===== src/rtl/servo_pkg.sv =====
`default_nettype none
// ============================================================================
// Module      : servo_pkg
// Description : Shared definitions for the multi-channel servo ramp controller.
//               It holds the command opcodes, the per-channel state type and the
//               default angle, speed and step constants.
// Revision    : 1.0 - initial release
// ============================================================================
package servo_pkg;

    // Command opcodes carried on iCmdOp
    localparam logic [1:0] OP_SET_ANGLE = 2'd0;
    localparam logic [1:0] OP_SET_SPEED = 2'd1;
    localparam logic [1:0] OP_STOP      = 2'd2;
    localparam logic [1:0] OP_HOME      = 2'd3;

    // Per-channel motion state
    typedef enum logic [0:0] {
        IDLE = 1'b0,
        RAMP = 1'b1
    } ch_state_t;

    // Default reset/home angle, reset speed code and step size (degrees)
    localparam int c_HOME_ANGLE = 60;
    localparam int c_DEF_SPEED  = 2;
    localparam int c_STEP       = 5;

endpackage : servo_pkg
`default_nettype wire


===== src/rtl/servo_ramp_ch.sv =====
`default_nettype none
// ============================================================================
// Module      : servo_ramp_ch
// Description : One servo channel. It holds the target angle, the speed code and
//               the rate accumulator, and ramps the output angle toward the
//               target in steps of at most STEP degrees.
// Revision    : 1.0 - initial release
// Ports       : i_clk        clock, rising edge
//               i_rst        asynchronous active-high reset
//               i_cmd_valid  accepted command addressed to this channel
//               i_cmd_op     opcode (servo_pkg OP_*)
//               i_cmd_value  angle, or speed code in the low SPEED_W bits
//               o_angle      current output angle
//               o_busy       channel is ramping
//               o_done       one-cycle pulse after the target is reached
// ============================================================================
module servo_ramp_ch
    import servo_pkg::*;
#(
    parameter int ANGLE_W    = 8,
    parameter int MIN_ANGLE  = 0,
    parameter int MAX_ANGLE  = 180,
    parameter int HOME_ANGLE = c_HOME_ANGLE,
    parameter int STEP       = c_STEP,
    parameter int SPEED_W    = 3,
    parameter int DEF_SPEED  = c_DEF_SPEED,
    parameter int ACC_W      = 22
) (
    input  logic               i_clk,
    input  logic               i_rst,
    input  logic               i_cmd_valid,
    input  logic [1:0]         i_cmd_op,
    input  logic [ANGLE_W-1:0] i_cmd_value,
    output logic [ANGLE_W-1:0] o_angle,
    output logic               o_busy,
    output logic               o_done
);

    localparam logic [ANGLE_W-1:0] c_HOME      = ANGLE_W'(HOME_ANGLE);
    localparam logic [ANGLE_W-1:0] c_MIN       = ANGLE_W'(MIN_ANGLE);
    localparam logic [ANGLE_W-1:0] c_MAX       = ANGLE_W'(MAX_ANGLE);
    localparam logic [ANGLE_W:0]   c_STEP_EXT  = (ANGLE_W+1)'(STEP);
    localparam logic [SPEED_W-1:0] c_SPEED_RST = SPEED_W'(DEF_SPEED);

    ch_state_t          r_state,  w_state_nxt;
    logic [ANGLE_W-1:0] r_angle,  w_angle_nxt;
    logic [ANGLE_W-1:0] r_target, w_target_nxt;
    logic [SPEED_W-1:0] r_speed,  w_speed_nxt;
    logic [ACC_W-1:0]   r_acc,    w_acc_nxt;
    logic               r_done,   w_done_nxt;

    logic [ANGLE_W-1:0] w_clamped;
    logic [ANGLE_W-1:0] w_new_tgt;
    logic [ANGLE_W-1:0] w_step_angle;
    logic [ANGLE_W:0]   w_diff;
    logic [ANGLE_W:0]   w_dist;
    logic [ANGLE_W:0]   w_move;
    logic [ANGLE_W:0]   w_sum;
    logic               w_up;
    logic               w_unused_msb;

    // Distance is taken one bit wider than the angle so the sign of
    // target-angle is available directly.
    assign w_diff = {1'b0, r_target} - {1'b0, r_angle};
    assign w_up   = ~w_diff[ANGLE_W];
    assign w_dist = w_up ? w_diff : ({1'b0, r_angle} - {1'b0, r_target});

    // Move by STEP or by the remaining distance, whichever is smaller, so the
    // final step lands exactly on the target.
    assign w_move       = (w_dist > c_STEP_EXT) ? c_STEP_EXT : w_dist;
    assign w_sum        = w_up ? ({1'b0, r_angle} + w_move) : ({1'b0, r_angle} - w_move);
    assign w_step_angle = w_sum[ANGLE_W-1:0];
    // The result always lies between angle and target, so the carry is zero.
    assign w_unused_msb = w_sum[ANGLE_W];

    always_comb begin
        w_clamped = i_cmd_value;
        if (int'(i_cmd_value) > MAX_ANGLE) begin
            w_clamped = c_MAX;
        end else if (int'(i_cmd_value) < MIN_ANGLE) begin
            w_clamped = c_MIN;
        end
    end

    assign w_new_tgt = (i_cmd_op == OP_HOME) ? c_HOME : w_clamped;

    always_ff @(posedge i_clk or posedge i_rst) begin
        if (i_rst) begin
            r_state  <= IDLE;
            r_angle  <= c_HOME;
            r_target <= c_HOME;
            r_speed  <= c_SPEED_RST;
            r_acc    <= '0;
            r_done   <= 1'b0;
        end else begin
            r_state  <= w_state_nxt;
            r_angle  <= w_angle_nxt;
            r_target <= w_target_nxt;
            r_speed  <= w_speed_nxt;
            r_acc    <= w_acc_nxt;
            r_done   <= w_done_nxt;
        end
    end

    // A command to this channel takes priority over a due step; the
    // accumulator then holds its value so the step happens next cycle.
    always_comb begin
        w_state_nxt  = r_state;
        w_angle_nxt  = r_angle;
        w_target_nxt = r_target;
        w_speed_nxt  = r_speed;
        w_acc_nxt    = r_acc;
        w_done_nxt   = 1'b0;
        if (i_cmd_valid) begin
            case (i_cmd_op)
                OP_SET_ANGLE, OP_HOME: begin
                    w_target_nxt = w_new_tgt;
                    if (w_new_tgt != r_angle) begin
                        w_state_nxt = RAMP;
                    end else begin
                        w_state_nxt = IDLE;
                        w_acc_nxt   = '0;
                    end
                end
                OP_SET_SPEED: begin
                    w_speed_nxt = i_cmd_value[SPEED_W-1:0];
                end
                default: begin // OP_STOP
                    w_target_nxt = r_angle;
                    w_acc_nxt    = '0;
                    w_state_nxt  = IDLE;
                end
            endcase
        end else if (r_state == RAMP) begin
            if (r_acc[ACC_W-1]) begin
                w_acc_nxt   = '0;
                w_angle_nxt = w_step_angle;
                if (w_step_angle == r_target) begin
                    w_state_nxt = IDLE;
                    w_done_nxt  = 1'b1;
                end
            end else begin
                w_acc_nxt = r_acc + ACC_W'(r_speed) + ACC_W'(1);
            end
        end
    end

    assign o_angle = r_angle;
    assign o_busy  = (r_state == RAMP);
    assign o_done  = r_done;

endmodule : servo_ramp_ch
`default_nettype wire


===== src/rtl/servo_ramp_array.sv =====
`default_nettype none
// ============================================================================
// Module      : servo_ramp_array
// Description : Multi-channel servo angle controller. It accepts commands over a
//               valid/ready handshake, routes them to one of NUM_CH ramp
//               channels and flags commands addressed to a missing channel.
// Revision    : 1.0 - initial release
// Ports       : iClk       clock, rising edge
//               iRst       asynchronous active-high reset
//               iCmdValid  command present
//               oCmdReady  command accepted when iCmdValid & oCmdReady
//               iCmdCh     target channel
//               iCmdOp     opcode: SET_ANGLE / SET_SPEED / STOP / HOME
//               iCmdValue  angle, or speed code in the low SPEED_W bits
//               oCmdErr    one-cycle pulse: accepted command had iCmdCh >= NUM_CH
//               oAngle     packed current angles, channel 0 in the LSBs
//               oBusy      per-channel ramp in progress
//               oDone      per-channel one-cycle pulse on reaching the target
// ============================================================================
module servo_ramp_array
    import servo_pkg::*;
#(
    parameter int NUM_CH     = 4,
    parameter int ANGLE_W    = 8,
    parameter int MIN_ANGLE  = 0,
    parameter int MAX_ANGLE  = 180,
    parameter int HOME_ANGLE = c_HOME_ANGLE,
    parameter int STEP       = c_STEP,
    parameter int SPEED_W    = 3,
    parameter int DEF_SPEED  = c_DEF_SPEED,
    parameter int ACC_W      = 22,
    localparam int CH_W      = (NUM_CH > 1) ? $clog2(NUM_CH) : 1
) (
    input  logic                      iClk,
    input  logic                      iRst,
    input  logic                      iCmdValid,
    output logic                      oCmdReady,
    input  logic [CH_W-1:0]           iCmdCh,
    input  logic [1:0]                iCmdOp,
    input  logic [ANGLE_W-1:0]        iCmdValue,
    output logic                      oCmdErr,
    output logic [NUM_CH*ANGLE_W-1:0] oAngle,
    output logic [NUM_CH-1:0]         oBusy,
    output logic [NUM_CH-1:0]         oDone
);

    logic r_ready;
    logic r_err;
    logic w_accept;
    logic w_ch_ok;

    assign w_accept = iCmdValid & r_ready;
    assign w_ch_ok  = (int'(iCmdCh) < NUM_CH);

    // Ready comes up on the first edge after reset and stays up: every
    // channel can absorb one command per cycle.
    always_ff @(posedge iClk or posedge iRst) begin
        if (iRst) begin
            r_ready <= 1'b0;
            r_err   <= 1'b0;
        end else begin
            r_ready <= 1'b1;
            r_err   <= w_accept & ~w_ch_ok;
        end
    end

    assign oCmdReady = r_ready;
    assign oCmdErr   = r_err;

    generate
        for (genvar g = 0; g < NUM_CH; g++) begin : g_ch
            logic w_sel;
            assign w_sel = w_accept & (iCmdCh == CH_W'(g));

            servo_ramp_ch #(
                .ANGLE_W    (ANGLE_W),
                .MIN_ANGLE  (MIN_ANGLE),
                .MAX_ANGLE  (MAX_ANGLE),
                .HOME_ANGLE (HOME_ANGLE),
                .STEP       (STEP),
                .SPEED_W    (SPEED_W),
                .DEF_SPEED  (DEF_SPEED),
                .ACC_W      (ACC_W)
            ) u_ch (
                .i_clk       (iClk),
                .i_rst       (iRst),
                .i_cmd_valid (w_sel),
                .i_cmd_op    (iCmdOp),
                .i_cmd_value (iCmdValue),
                .o_angle     (oAngle[g*ANGLE_W +: ANGLE_W]),
                .o_busy      (oBusy[g]),
                .o_done      (oDone[g])
            );
        end
    endgenerate

endmodule : servo_ramp_array
`default_nettype wire


===== config.mk =====
export PLATFORM = sky130hd
export DESIGN_NAME = servo_ramp_array
export DESIGN_NICKNAME = d
export VERILOG_FILES = /design/src/rtl/servo_pkg.sv /design/src/rtl/servo_ramp_ch.sv /design/src/rtl/servo_ramp_array.sv
export SDC_FILE = /design/constraint.sdc
export NUM_CORES = 1
export LEC_CHECK = 0
export ABC_AREA = 1
export CORE_UTILIZATION = 55
export DETAILED_ROUTE_END_ITERATION = 10
export PLACE_DENSITY = 0.83
export REMOVE_ABC_BUFFERS = 1
export SKIP_CTS_REPAIR_TIMING = 1
export SYNTH_ARGS = -nofsm -noshare
export SYNTH_HDL_FRONTEND = slang
export SYNTH_SLANG_ARGS = --single-unit

===== constraint.sdc =====
create_clock -name iClk -period 8 [get_ports iClk]
set_input_delay 1.6 -clock iClk [delete_from_list [all_inputs] [get_ports iClk]]
set_output_delay 1.6 -clock iClk [all_outputs]
set_load 0.01 [all_outputs]

# Word-level counts from Yosys, hierarchy flattened
# Index checks and enable logic that the tools add are counted.
# totals
out_inout_bits	42
in_bits	15
ff_bits	173
elab_cells	186
# classes
n_eq_ne	21
n_lt_le_gt_ge	5
n_bitwise	10
n_reduce_logical	23
mux	78
n_addsub	24
# op_table
operator	n
22-bit 2-to-1 mux	16
22-bit case mux with 2 select lines	4
22-bit by 1-bit adder with 22-bit output, second input constant	4
22-bit by 3-bit adder with 22-bit output	4
8-bit 2-to-1 mux	10
8-bit by 8-bit subtractor with 9-bit output	8
8-bit case mux with 2 select lines	4
9-bit by 3-bit greater-than comparator with 1-bit output, second input constant	4
1-bit 2-to-1 mux	36
9-bit 2-to-1 mux	4
8-bit adder	4
8-bit equality test	4
8-bit inequality test	4
8-bit subtractor	4
3-bit AND reduction	8
2-bit AND reduction	8
3-bit inequality test, second input constant	4
8-bit greater-than comparator, second input constant	1
2-bit inequality test, second input constant	4
1-bit case mux with 2 select lines	4
2-bit nonzero test	4
2-bit equality test, second input constant	3
1-bit bitwise AND	5
1-bit NOT	5
other kinds (3)	5

# Depth between registers and ports, before layout
# depth
ltp_word	11
depth_mapped	35
depth_no_buf	35

# Hierarchy
# Synthesis repeated with hierarchy kept, for this count alone.
# hier_totals
hier_cells	2417
hier_area_um2	16165.5
# modules_own_cells
mod	area_per_inst_um2	cells_per_inst	seq_area_each_um2	n_inst
servo_ramp_ch at g_ch[0].u_ch ...	3955.0	592	1087.3	2
servo_ramp_ch at g_ch[1].u_ch	4091.4	611	1087.3	1
servo_ramp_ch at g_ch[3].u_ch	4078.9	606	1087.3	1
servo_ramp_array	85.1	16	25.0	1

# Least setup slack after synthesis
# OpenSTA, ideal clock, no wires.
# synth_path
kind	register -> register
start	reg g_ch[1].u_ch.r_angle[1]
end	reg g_ch[1].u_ch.r_state
path_buffers	0
arrival_time_ps	4244
stages_incl_launch_ff	27
setup_slack_ps	3634
setup_ps	122
t_required_ps	7878
synth_period_minus_slack_ps	4366
cell_sequence	dfrtp_1 -> inv_1 -> fa_1 -> nand3_1 -> nand2_1 -> nand2_1 -> nand2_4 -> o21ai_0 -> nor2_1 -> nor2_1 -> nand2_1 -> or2_2 -> ha_1 -> inv_1 -> o22ai_1 -> fa_1 -> o21ai_0 -> nand2_1 -> nand2_1 -> a21oi_1 -> xor2_1 -> xor2_1 -> nand2_1 -> nor2_1 -> nand3_2 -> nand2_1 -> a21oi_1
# synth_via
elab_chain_len	11
elab_cells_between_ends	16
cone_classes	4 x add/sub; 1 x order compare; 2 x eq/ne; 9 x mux
# synth_rtl
item	line	rtl
from (decl)	servo_ramp_ch.sv:46	logic [ANGLE_W-1:0] r_angle, w_angle_nxt;
from (signal assigned)	servo_ramp_ch.sv:90	r_angle <= c_HOME;
from (signal assigned)	servo_ramp_ch.sv:97	r_angle <= w_angle_nxt;
8-bit by 8-bit subtractor with 9-bit output, on equally long branches	servo_ramp_ch.sv:64, servo_ramp_ch.sv:66	
9-bit 2-to-1 mux	servo_ramp_ch.sv:66	assign w_dist = w_up ? w_diff : ({1'b0, r_angle} - {1'b0, r_target});
9-bit by 3-bit greater-than comparator with 1-bit output	servo_ramp_ch.sv:70	assign w_move = (w_dist > c_STEP_EXT) ? c_STEP_EXT : w_dist;
8-bit 2-to-1 mux	servo_ramp_ch.sv:70	
8-bit adder / 8-bit subtractor (equally long branches)	servo_ramp_ch.sv:71	assign w_sum = w_up ? ({1'b0, r_angle} + w_move) : ({1'b0, r_angle} - w_move);
8-bit 2-to-1 mux	servo_ramp_ch.sv:71	
8-bit equality test	servo_ramp_ch.sv:138	if (w_step_angle == r_target) begin
1-bit 2-to-1 mux	servo_ramp_ch.sv:138	
1-bit 2-to-1 mux	servo_ramp_ch.sv:135	if (r_acc[ACC_W-1]) begin
1-bit 2-to-1 mux	servo_ramp_ch.sv:134	end else if (r_state == RAMP) begin
1-bit 2-to-1 mux *	servo_ramp_ch.sv:114	if (i_cmd_valid) begin
to (signal assigned)	servo_ramp_ch.sv:96	r_state <= w_state_nxt;
to (decl)	servo_ramp_ch.sv:45	ch_state_t r_state, w_state_nxt;
# Mark *: on every way between the ends. The rest lies on a longest branch, timed or not.
# A chain may end at the register's enable or synchronous reset.

# Final worst setup path
# layout_path
start	reg g_ch[2].u_ch.r_angle[2]
end	reg g_ch[2].u_ch.r_done
# layout_via
elab_chain_len	11
elab_cells_between_ends	13
cone_classes	4 x add/sub; 1 x order compare; 1 x eq/ne; 7 x mux
# layout_rtl
item	line	rtl
from (decl)	servo_ramp_ch.sv:46	
from (signal assigned)	servo_ramp_ch.sv:90	
from (signal assigned)	servo_ramp_ch.sv:97	
8-bit by 8-bit subtractor with 9-bit output, on equally long branches	servo_ramp_ch.sv:64, servo_ramp_ch.sv:66	
9-bit 2-to-1 mux	servo_ramp_ch.sv:66	
9-bit by 3-bit greater-than comparator with 1-bit output	servo_ramp_ch.sv:70	
8-bit 2-to-1 mux	servo_ramp_ch.sv:70	
8-bit adder / 8-bit subtractor (equally long branches)	servo_ramp_ch.sv:71	
8-bit 2-to-1 mux *	servo_ramp_ch.sv:71	
8-bit equality test *	servo_ramp_ch.sv:138	
1-bit 2-to-1 mux *	servo_ramp_ch.sv:138	
1-bit 2-to-1 mux *	servo_ramp_ch.sv:135	
1-bit 2-to-1 mux *	servo_ramp_ch.sv:134	
1-bit 2-to-1 mux *	servo_ramp_ch.sv:114	
via g_ch[2].u_ch.w_done_nxt	servo_ramp_ch.sv:50	logic r_done, w_done_nxt;
to (signal assigned)	servo_ramp_ch.sv:101	r_done <= w_done_nxt;
to (decl)	servo_ramp_ch.sv:50	
# Mark *: on every way through the listed nets, which the timed path passes. The rest lies on a longest branch.

==> flow_summary.ini <==
[die]
core_area_um2 = 27900
dieArea_um2 = 29100
boundaryPins = 57
die_x_um = 171
row_count = 61
initial_utilization = 0.561
die_y_um = 171

[min_path]
hp-class = reg2reg
min_path_cells = 2

[cts]
htree_levels = 4
path_clk_slew_ns = 0.08
cts_made_buffers = 17
cts-root-buf = clkbuf_16
cts_tree = yes
clkLatencyLatePin_ns = 0.45
cts_buffer_depth = 2
clock_sinks = 173

[yosys]
synth_top_area_share = 0.219
syn_avg_cell_area_um2 = 6.77
ys_seq_area_frac = 0.280
synth_seq_cells = 173
mappedNetlistArea_um2 = 15600
synth_top_area_cell = dfrtp_1
ys_warn_count = 0
synthTopCellsByCount = nand2_1 (694), inv_1 (314), nor2_1 (187), dfrtp_1 (137), nand3_1 (114)
ys_types = 50
yosysMostFrequentCell = nand2_1
ys_async_sr_fraction = 1.00
synthesis.instances = 2311
synth_area_leaders = dfrtp_1 (22%), nand2_1 (17%), ha_1 (8.8%)
synth_flop_cell = dfrtp_1
synth_edf_count = 0

[critical_path]
crit_top_cell = nand2_1
critPathSlowestCell = dfstp_2
endpoint_kind = register
crit_fanout = 17
crit_type = reg2reg
cpPeakStageDelay_ns = 0.60
cp.required_ns = 8.36
start_kind = register
critPathArrivalTime_ns = 5.54
rr_worst_depth = 26

[detailed_routing]
ant_nets = 0
wire_per_inst_um = 15.2
wl_um = 41200
dr_total_vias = 14930
drtPass1Iterations = 6
drt_iter0_drc = 1321
drc = 0
viasPerCell = 5.49

[timing]
rsz0062_at_grt = false
max_slew_margin = 0.253
min_period_ns = 5.19
tightest_slew_ns = 1.12
fmax_mhz = 193
skew_ns = 0.0131
period_share = 0.648
setup_viol = 0
final.hold.worst_slack_ns = 0.503
drv_slew = 0
hold_viol = 0
finalSetupTns_ns = 0

[power]
p_per_area_nw_per_um2 = 216
ir_drop_v = 0.000138
p_leak_nw = 8.16
total_power_mw = 3.66

[finish]
insertedDiodeCount = 0
fin_nets = 2469
final_util = 0.608
fin_cells = 2719
drive_gt1_frac = 0.0636
syn_to_final_growth_pct = 8.28

[grt]
grtUsageTotal = 0.293
grt_max_degree = 94
grt_pass1_vias = 14177
antenna_found_initial = 0
grt_overflow = 0
grt_pass1_wl_um = 68600

[place]
dp.cells = 2687
routabilityCongestion = 0.964
io_buffers = 55
dpl.hpwl_um = 30900

[outcome]
status = complete, no violations

[flow_run]
cap_violations = 0
## per-stage QoR
stage          worst slack [ns]  instance area, um^2
2_1_floorplan              1.77                15300
3_3_place_gp               2.88                16300
3_5_place_dp               2.74                16300
4_1_cts                    2.91                16900
5_1_grt                    2.42                16900
6_report                   2.81                16900
## sequential cells by signal (all words and copies together), names as in the netlist
| name | flops |
|---|---|
| g_ch.u_ch.o_angle | 32 |
| g_ch.u_ch.o_done | 4 |
| oCmdReady | 1 |
| g_ch.u_ch.o_busy | 4 |
| g_ch.u_ch.r_target | 32 |
| g_ch.u_ch.r_acc | 88 |
| g_ch.u_ch.r_speed | 12 |
## per-layer routing
| layer | part of all wire | global-route usage | wire (um) | up-vias |
|---|---|---|---|---|
| met1 | 0.44 | 0.383 | 18000 | 6909 |
| met2 | 0.47 | 0.488 | 19200 | 485 |
| met5 | 0 | 0 | 0 | - |
| li1 | - | - | - | 7445 |
| met4 | 0.031 | 0.108 | 1270 | 0 |
| met3 | 0.066 | 0.0477 | 2740 | 91 |
## power breakdown
part	internal [mW]	total, mW	switching (mW)
clock network	0.446	0.861	0.416
registers	1.02	1.14	0.120
logic	0.569	1.67	1.10
total	2.03	3.66	1.63
## critical path: cells and delay by family (launching register included)
family | cells | cell delay [ns]
AND/OR/NAND/NOR | 15 | 1.91
AO/OA/AOI/OAI | 4 | 0.73
XOR/XNOR | 2 | 0.37
adder cells (fa/ha/maj) | 3 | 1.29
flip-flops | 1 | 0.60
buffers and inverters | 2 | 0.17
## cell type report
class                      count  area [um^2]
inverter                     324         1220
timing repair buffer          58          573
multi-input combinational   1754         9690
clock buffer                  17          425
sequential                   173         4370
clock inverter                15          174
fill                        2545        10900
tap                          378          473
## cells by family (layout without fill, tap and decap cells)
family                   after synthesis  count (layout)  share of synthesized area
AO/OA/AOI/OAI                        328             328                      0.120
XOR/XNOR                             128             128                     0.0717
adder cells (fa/ha/maj)              126             126                      0.108
buffers and inverters                384             414                      0.100
flip-flops                           173             173                      0.280
other                                  2               2                   0.000480
AND/OR/NAND/NOR                     1170            1170                      0.319
## cells in the final DEF (no fill, tap or decap), types with 3 or more instances in the layout
cell type	count
nand2_1	694
inv_1	313
nor2_1	187
dfrtp_1	137
nand3_1	114
ha_1	110
o21ai_0	106
a21oi_1	96
xor2_1	91
nand4_1	64
clkdlybuf4s50_1	55
o21ai_1	52
nor3_1	51
xnor2_1	37
dfstp_2	36
a22oi_1	24
o21ai_2	21
clkbuf_16	17
fa_1	16
nor4_1	11
or2_2	11
nand2_2	9
inv_2	8
o211ai_1	8
inv_6	7
nand3_2	6
nand2_4	5
nor2_2	4
a21oi_2	4
nor3b_1	3
nor2_4	3
and2_1	3
o31ai_1	3
clkinv_4	3
clkinv_8	3
buf_4	3
## final timing paths
path / endpoint / start / slack, ns
worst max-delay path: g_ch[2].u_ch.o_done / g_ch[2].u_ch.o_angle[2] / 2.81
worst min-delay path: g_ch[1].u_ch.r_speed[2] / g_ch[1].u_ch.r_speed[2] / 0.50
worst max register to register: g_ch[2].u_ch.o_done / g_ch[2].u_ch.o_angle[2] / 2.81
worst min register to register: g_ch[1].u_ch.r_speed[2] / g_ch[1].u_ch.r_speed[2] / 0.50
max in group asynchronous: g_ch[2].u_ch.o_angle[0] / iRst / 4.80
min in group asynchronous: oCmdReady / iRst / 1.68
(Power assumes the default switching activity.)
